<file path="src/rtl/elevator_call_panel.sv">
`default_nettype none
// ============================================================================
// Module      : elevator_call_panel
// Description : Hall-call front end for a two-floor elevator controller.
//               Synchronises and debounces two call buttons, latches calls
//               as pending lamps, issues single-cycle requests to the
//               controller, retries on timeout and clears calls on arrival.
// Revision    : 1.0 - initial release
// ============================================================================
module elevator_call_panel #(
    parameter int DEBOUNCE_CYCLES = 4,
    parameter int RETRY_CYCLES    = 16
) (
    input  logic clk,
    input  logic rst,
    input  logic btn0,
    input  logic btn1,
    input  logic floor,
    input  logic moving,
    output logic req0,
    output logic req1,
    output logic pend0,
    output logic pend1,
    output logic busy
);

    localparam int CW = (DEBOUNCE_CYCLES > 1) ? $clog2(DEBOUNCE_CYCLES) : 1;
    localparam int TW = $clog2(RETRY_CYCLES);
    localparam logic [CW-1:0] c_deb_last   = CW'(DEBOUNCE_CYCLES - 1);
    localparam logic [TW-1:0] c_retry_last = TW'(RETRY_CYCLES - 1);

    typedef enum logic [1:0] {
        S_IDLE  = 2'd0,
        S_ISSUE = 2'd1,
        S_WAIT  = 2'd2
    } state_t;

    // Input path registers, index 0/1 = floor 0/1 button
    logic [1:0]    w_btn;
    logic [1:0]    r_s1;
    logic [1:0]    r_s2;
    logic [1:0]    r_stable;
    logic [CW-1:0] r_cnt [2];
    logic [1:0]    w_rise;

    // Call and controller-side state
    logic [1:0]    r_pend;
    logic [1:0]    r_req;
    state_t        r_state;
    logic          r_tgt;
    logic [TW-1:0] r_timer;

    state_t        w_state_nxt;
    logic          w_tgt_nxt;
    logic [TW-1:0] w_timer_nxt;
    logic [1:0]    w_req_nxt;
    logic [1:0]    w_clr;

    assign w_btn = {btn1, btn0};

    // Two-flop synchroniser followed by a hold-time debouncer per button
    always_ff @(posedge clk) begin
        if (rst) begin
            r_s1     <= '0;
            r_s2     <= '0;
            r_stable <= '0;
            for (int i = 0; i < 2; i++) r_cnt[i] <= '0;
        end else begin
            r_s1 <= w_btn;
            r_s2 <= r_s1;
            for (int i = 0; i < 2; i++) begin
                if (r_s2[i] != r_stable[i]) begin
                    if (r_cnt[i] == c_deb_last) begin
                        r_stable[i] <= r_s2[i];
                        r_cnt[i]    <= '0;
                    end else begin
                        r_cnt[i] <= r_cnt[i] + 1'b1;
                    end
                end else begin
                    r_cnt[i] <= '0;
                end
            end
        end
    end

    // Debounced rising edge: asserted on the cycle the stable level flips to 1
    always_comb begin
        w_rise = '0;
        for (int i = 0; i < 2; i++) begin
            w_rise[i] = (r_s2[i] != r_stable[i]) && (r_cnt[i] == c_deb_last) && r_s2[i];
        end
    end

    // State, target, retry timer, request pulses and call latches
    always_ff @(posedge clk) begin
        if (rst) begin
            r_state <= S_IDLE;
            r_tgt   <= 1'b0;
            r_timer <= '0;
            r_req   <= '0;
            r_pend  <= '0;
        end else begin
            r_state <= w_state_nxt;
            r_tgt   <= w_tgt_nxt;
            r_timer <= w_timer_nxt;
            r_req   <= w_req_nxt;
            // A clear on the same edge as a new press wins: the car is there
            r_pend  <= (r_pend | w_rise) & ~w_clr;
        end
    end

    // Next-state logic: serve current floor locally, otherwise request and wait
    always_comb begin
        w_state_nxt = r_state;
        w_tgt_nxt   = r_tgt;
        w_timer_nxt = r_timer;
        w_req_nxt   = '0;
        w_clr       = '0;
        case (r_state)
            S_IDLE: begin
                if (!moving && r_pend[floor]) begin
                    w_clr[floor] = 1'b1;
                end else if (!moving && r_pend[~floor]) begin
                    w_tgt_nxt   = ~floor;
                    w_state_nxt = S_ISSUE;
                end
            end
            S_ISSUE: begin
                w_req_nxt[r_tgt] = 1'b1;
                w_timer_nxt      = '0;
                w_state_nxt      = S_WAIT;
            end
            S_WAIT: begin
                if ((floor == r_tgt) && !moving) begin
                    w_clr[r_tgt] = 1'b1;
                    w_state_nxt  = S_IDLE;
                end else if (r_timer == c_retry_last) begin
                    w_state_nxt = S_ISSUE;
                end else begin
                    w_timer_nxt = r_timer + 1'b1;
                end
            end
            default: begin
                w_state_nxt = S_IDLE;
            end
        endcase
    end

    assign req0  = r_req[0];
    assign req1  = r_req[1];
    assign pend0 = r_pend[0];
    assign pend1 = r_pend[1];
    assign busy  = (r_state != S_IDLE);

endmodule
`default_nettype wire

</file>
<file path="config.mk">
export PLATFORM = sky130hd
export DESIGN_NAME = elevator_call_panel
export DESIGN_NICKNAME = d
export VERILOG_FILES = /design/src/rtl/elevator_call_panel.sv
export SDC_FILE = /design/constraint.sdc
export NUM_CORES = 1
export LEC_CHECK = 0
export ABC_AREA = 1
export CORE_ASPECT_RATIO = 1.25
export CORE_MARGIN = 3
export CORE_UTILIZATION = 49
export CTS_CLUSTER_SIZE = 12
export DETAILED_ROUTE_END_ITERATION = 12
export PLACE_DENSITY_LB_ADDON = 0.15
export SLEW_MARGIN = 20
export SYNTH_ARGS = -nofsm -noshare
export SYNTH_HDL_FRONTEND = slang
export SYNTH_SLANG_ARGS = --single-unit
export TNS_END_PERCENT = 50
</file>
<file path="constraint.sdc">
create_clock -name clk -period 1.5 [get_ports clk]
set_clock_uncertainty 0.2 [all_clocks]
set_input_delay 0.3 -clock clk [delete_from_list [all_inputs] [get_ports clk]]
set_output_delay 0.3 -clock clk [all_outputs]
set_load 0.005 [all_outputs]
</file>
==> results.py <==
metrics = {
    "detailed_routing": {
        "postRouteAntennaNets": 0,
        "first_pass_iters": 4,
        "dr_total_vias": 954,
        "dr.first_iter.drc_count": 18,
        "drt-total-wl_mm": 2.14,
        "drc": 0,
        "viasPerCell": 4.65,
        "wire_per_inst_um": 10.5,
    },
    "clock_network": {
        "clk_latency_ns": 0.30,
        "cts_tree": "yes",
        "cts_buffer_depth": 2,
        "cts.clk_slew.worst_paths_ns": 0.12,
        "clock_sinks": 21,
        "root_buffer": "clkbuf_4",
        "htreeDepth": 1,
        "cts_buffers": 3,
    },
    "sta": {
        "timing.final.ws_setup_ns": 0.000404,
        "fmaxAchievable_ghz": 0.667,
        "finalSetupViolCount": 0,
        "hold_ws_ns": 0.207,
        "slew_viol_final": 0,
        "tns_ns": 0,
        "timing.final.crit_share_pct": 100,
        "final_hold_viol_count": 0,
        "fin_crit_ns": 1.50,
        "rsz0062_at_grt": "true",
    },
    "critical_path": {
        "startpoint_type": "register",
        "arrival_ns": 1.00,
        "cp_max_fo": 2,
        "crit_type": "register to primary output",
        "worstPathRequired_ns": 1.00,
        "worstSetupEndpointType": "primary output",
    },
    "floorplan": {
        "die_y_um": 58.7,
        "start_util_pct": 53.1,
        "die_x_um": 48.1,
        "dieArea_um2": 2820,
        "ios": 11,
        "core_region_area_um2": 2050,
        "num_rows": 18,
    },
    "yosys": {
        "synth-edff-count": 4,
        "synth_area_leaders": "dfxtp_1, edfxtp_1, nand2_1, ha_1, inv_1",
        "async_flop_share_pct": 0,
        "synth_compound_area_share_pct": 4.83,
        "syn_inst": 143,
        "yosysWarnings": 0,
        "synth_xor_area_share_pct": 2.42,
        "synth.most_common_cell": "nand2_1",
        "avgSynthCellArea_um2": 7.60,
        "yosysSeqAreaShare_pct": 42.3,
        "synth_fa_ha_area_share_pct": 9.21,
        "synth_commonest_cells": "nand2_1, inv_1, nor2_1",
        "synth-main-ff-cell": "dfxtp_1",
        "synth_top_family_by_area": "simple AND/OR/NAND/NOR gates",
        "yosysTopAreaCell": "dfxtp_1",
        "synth_top_cell_area_share_pct": 31.3,
        "synthSimpleGateAreaFrac_pct": 30.0,
        "synth.mux.area_fraction_pct": 0,
        "synth_cell_types": 22,
        "synth-seq-cells": 21,
        "syn-cell-area_um2": 1090,
    },
    "layout": {
        "multi_input_area_um2": 613,
        "stdcell_count": 205,
        "ff_latch_area_um2": 472,
        "fillers": 159,
        "nets": 190,
        "diodes": 0,
        "drive_above_1_share_pct": 30.3,
        "area_growth_pct": 36.5,
    },
    "pwr": {
        "leakage_nw": 0.708,
        "ir_drop_uv": 1150,
        "pwr_density_cell_nw_per_um2": 1280,
        "finalPower_w": 0.00190,
    },
    "grt": {
        "grt_overflow": 0,
        "antenna_found_initial": 0,
        "grt_max_degree": 13,
        "grt_usage_pct": 16.5,
        "grt_pass1_wl_mm": 3.41,
        "grt_pass1_vias": 858,
    },
    "run_status": {
        "status": "finished clean",
    },
    "place": {
        "place.gp.congestion": 0.771,
        "pre_cts_slack_ns": -0.346,
        "dp_hpwl_mm": 1.52,
        "dp_cells": 197,
        "io_buffer_count": 10,
    },
    "min_path": {
        "hold_path_class": "register to register",
    },
    "flow_run": {
        "drv_cap": 0,
    },
}
area by class of cell:
class	count	area share, %
repair buffers	27	15.5
well taps	30	2.53
inverters	27	7.00
multi-input cells	96	41.3
clock inverters	1	0.337
clock buffers	3	1.52
flip-flops and latches	21	31.8
metrics by stage:
stage	utilization [%]	area (µm²)
3_3_place_gp	64.3	1320
6_report	72.4	1480
2_1_floorplan	-	1100
4_1_cts	68.3	1400
3_5_place_dp	64.3	1320
5_1_grt	72.4	1480
per-layer routing:
metal / GRT usage (%) / vias up / wire, µm
met4: 6.92 / 0 / 48
met2: 26.8 / 27 / 1090
met5: 0 / - / 0
met3: 3.67 / 6 / 87
met1: 20.3 / 425 / 912
li1: - / 496 / -
cells in the final DEF (no fill, tap or decap), types with 5 or more instances in the layout:
cell,synthesis,layout
nand2_1,30,26
nor2_1,22,22
inv_1,25,21
buf_4,0,15
dfxtp_1,17,10
nand3_1,7,6
dfxtp_2,0,6
inv_2,2,5
ha_1,8,5
dlygate4sd2_1,0,5
flip-flops by register name, summed over array words and instances, names as in the netlist:
name	count
r_req	2
r_s2	2
r_s1	2
r_pend	2
r_state	2
r_stable	2
r_cnt	4
r_tgt	1
r_timer	4
where the power goes:
| group | internal, W | switching [W] |
|---|---|---|
| Sequential | 0.000658 | 0.0000539 |
| Combinational | 0.000429 | 0.000488 |
| Clock | 0.0000996 | 0.000173 |
| Total | 0.00119 | 0.000715 |
worst paths after layout:
kind         startpoint      end  slack (ns)  cells past startpoint
max          r_state[0]     busy      0.0004                      4
min             r_s1[1]  r_s2[1]        0.21                      2
max reg2reg  r_state[0]    r_tgt        0.03                      8
min reg2reg     r_s1[1]  r_s2[1]        0.21                      2
kinds of logic (layout without fill, tap and decap cells):
group | count (synthesis) | count (layout)
simple gates | 71 | 71
compound gates | 10 | 10
other cells | 1 | 4
fa+ha+maj | 8 | 8
flops | 21 | 21
buf+inv | 29 | 58
xor+xnor | 3 | 3
worst max-delay path: stages, from the launching register on:
cell and delay (ns):
dfxtp_2 0.34, inv_2 0.08, ha_4 0.14, inv_2 0.04, buf_6 0.10
what timing repair did:
action,4_1_cts,5_1_grt
setup endpoints to repair,13,8
gates cloned,0,0
hold buffers,0,0
setup buffers,2,2
pin swaps,1,9
gates resized for setup,23,20
No activity file was read; power rests on OpenSTA's default activity.
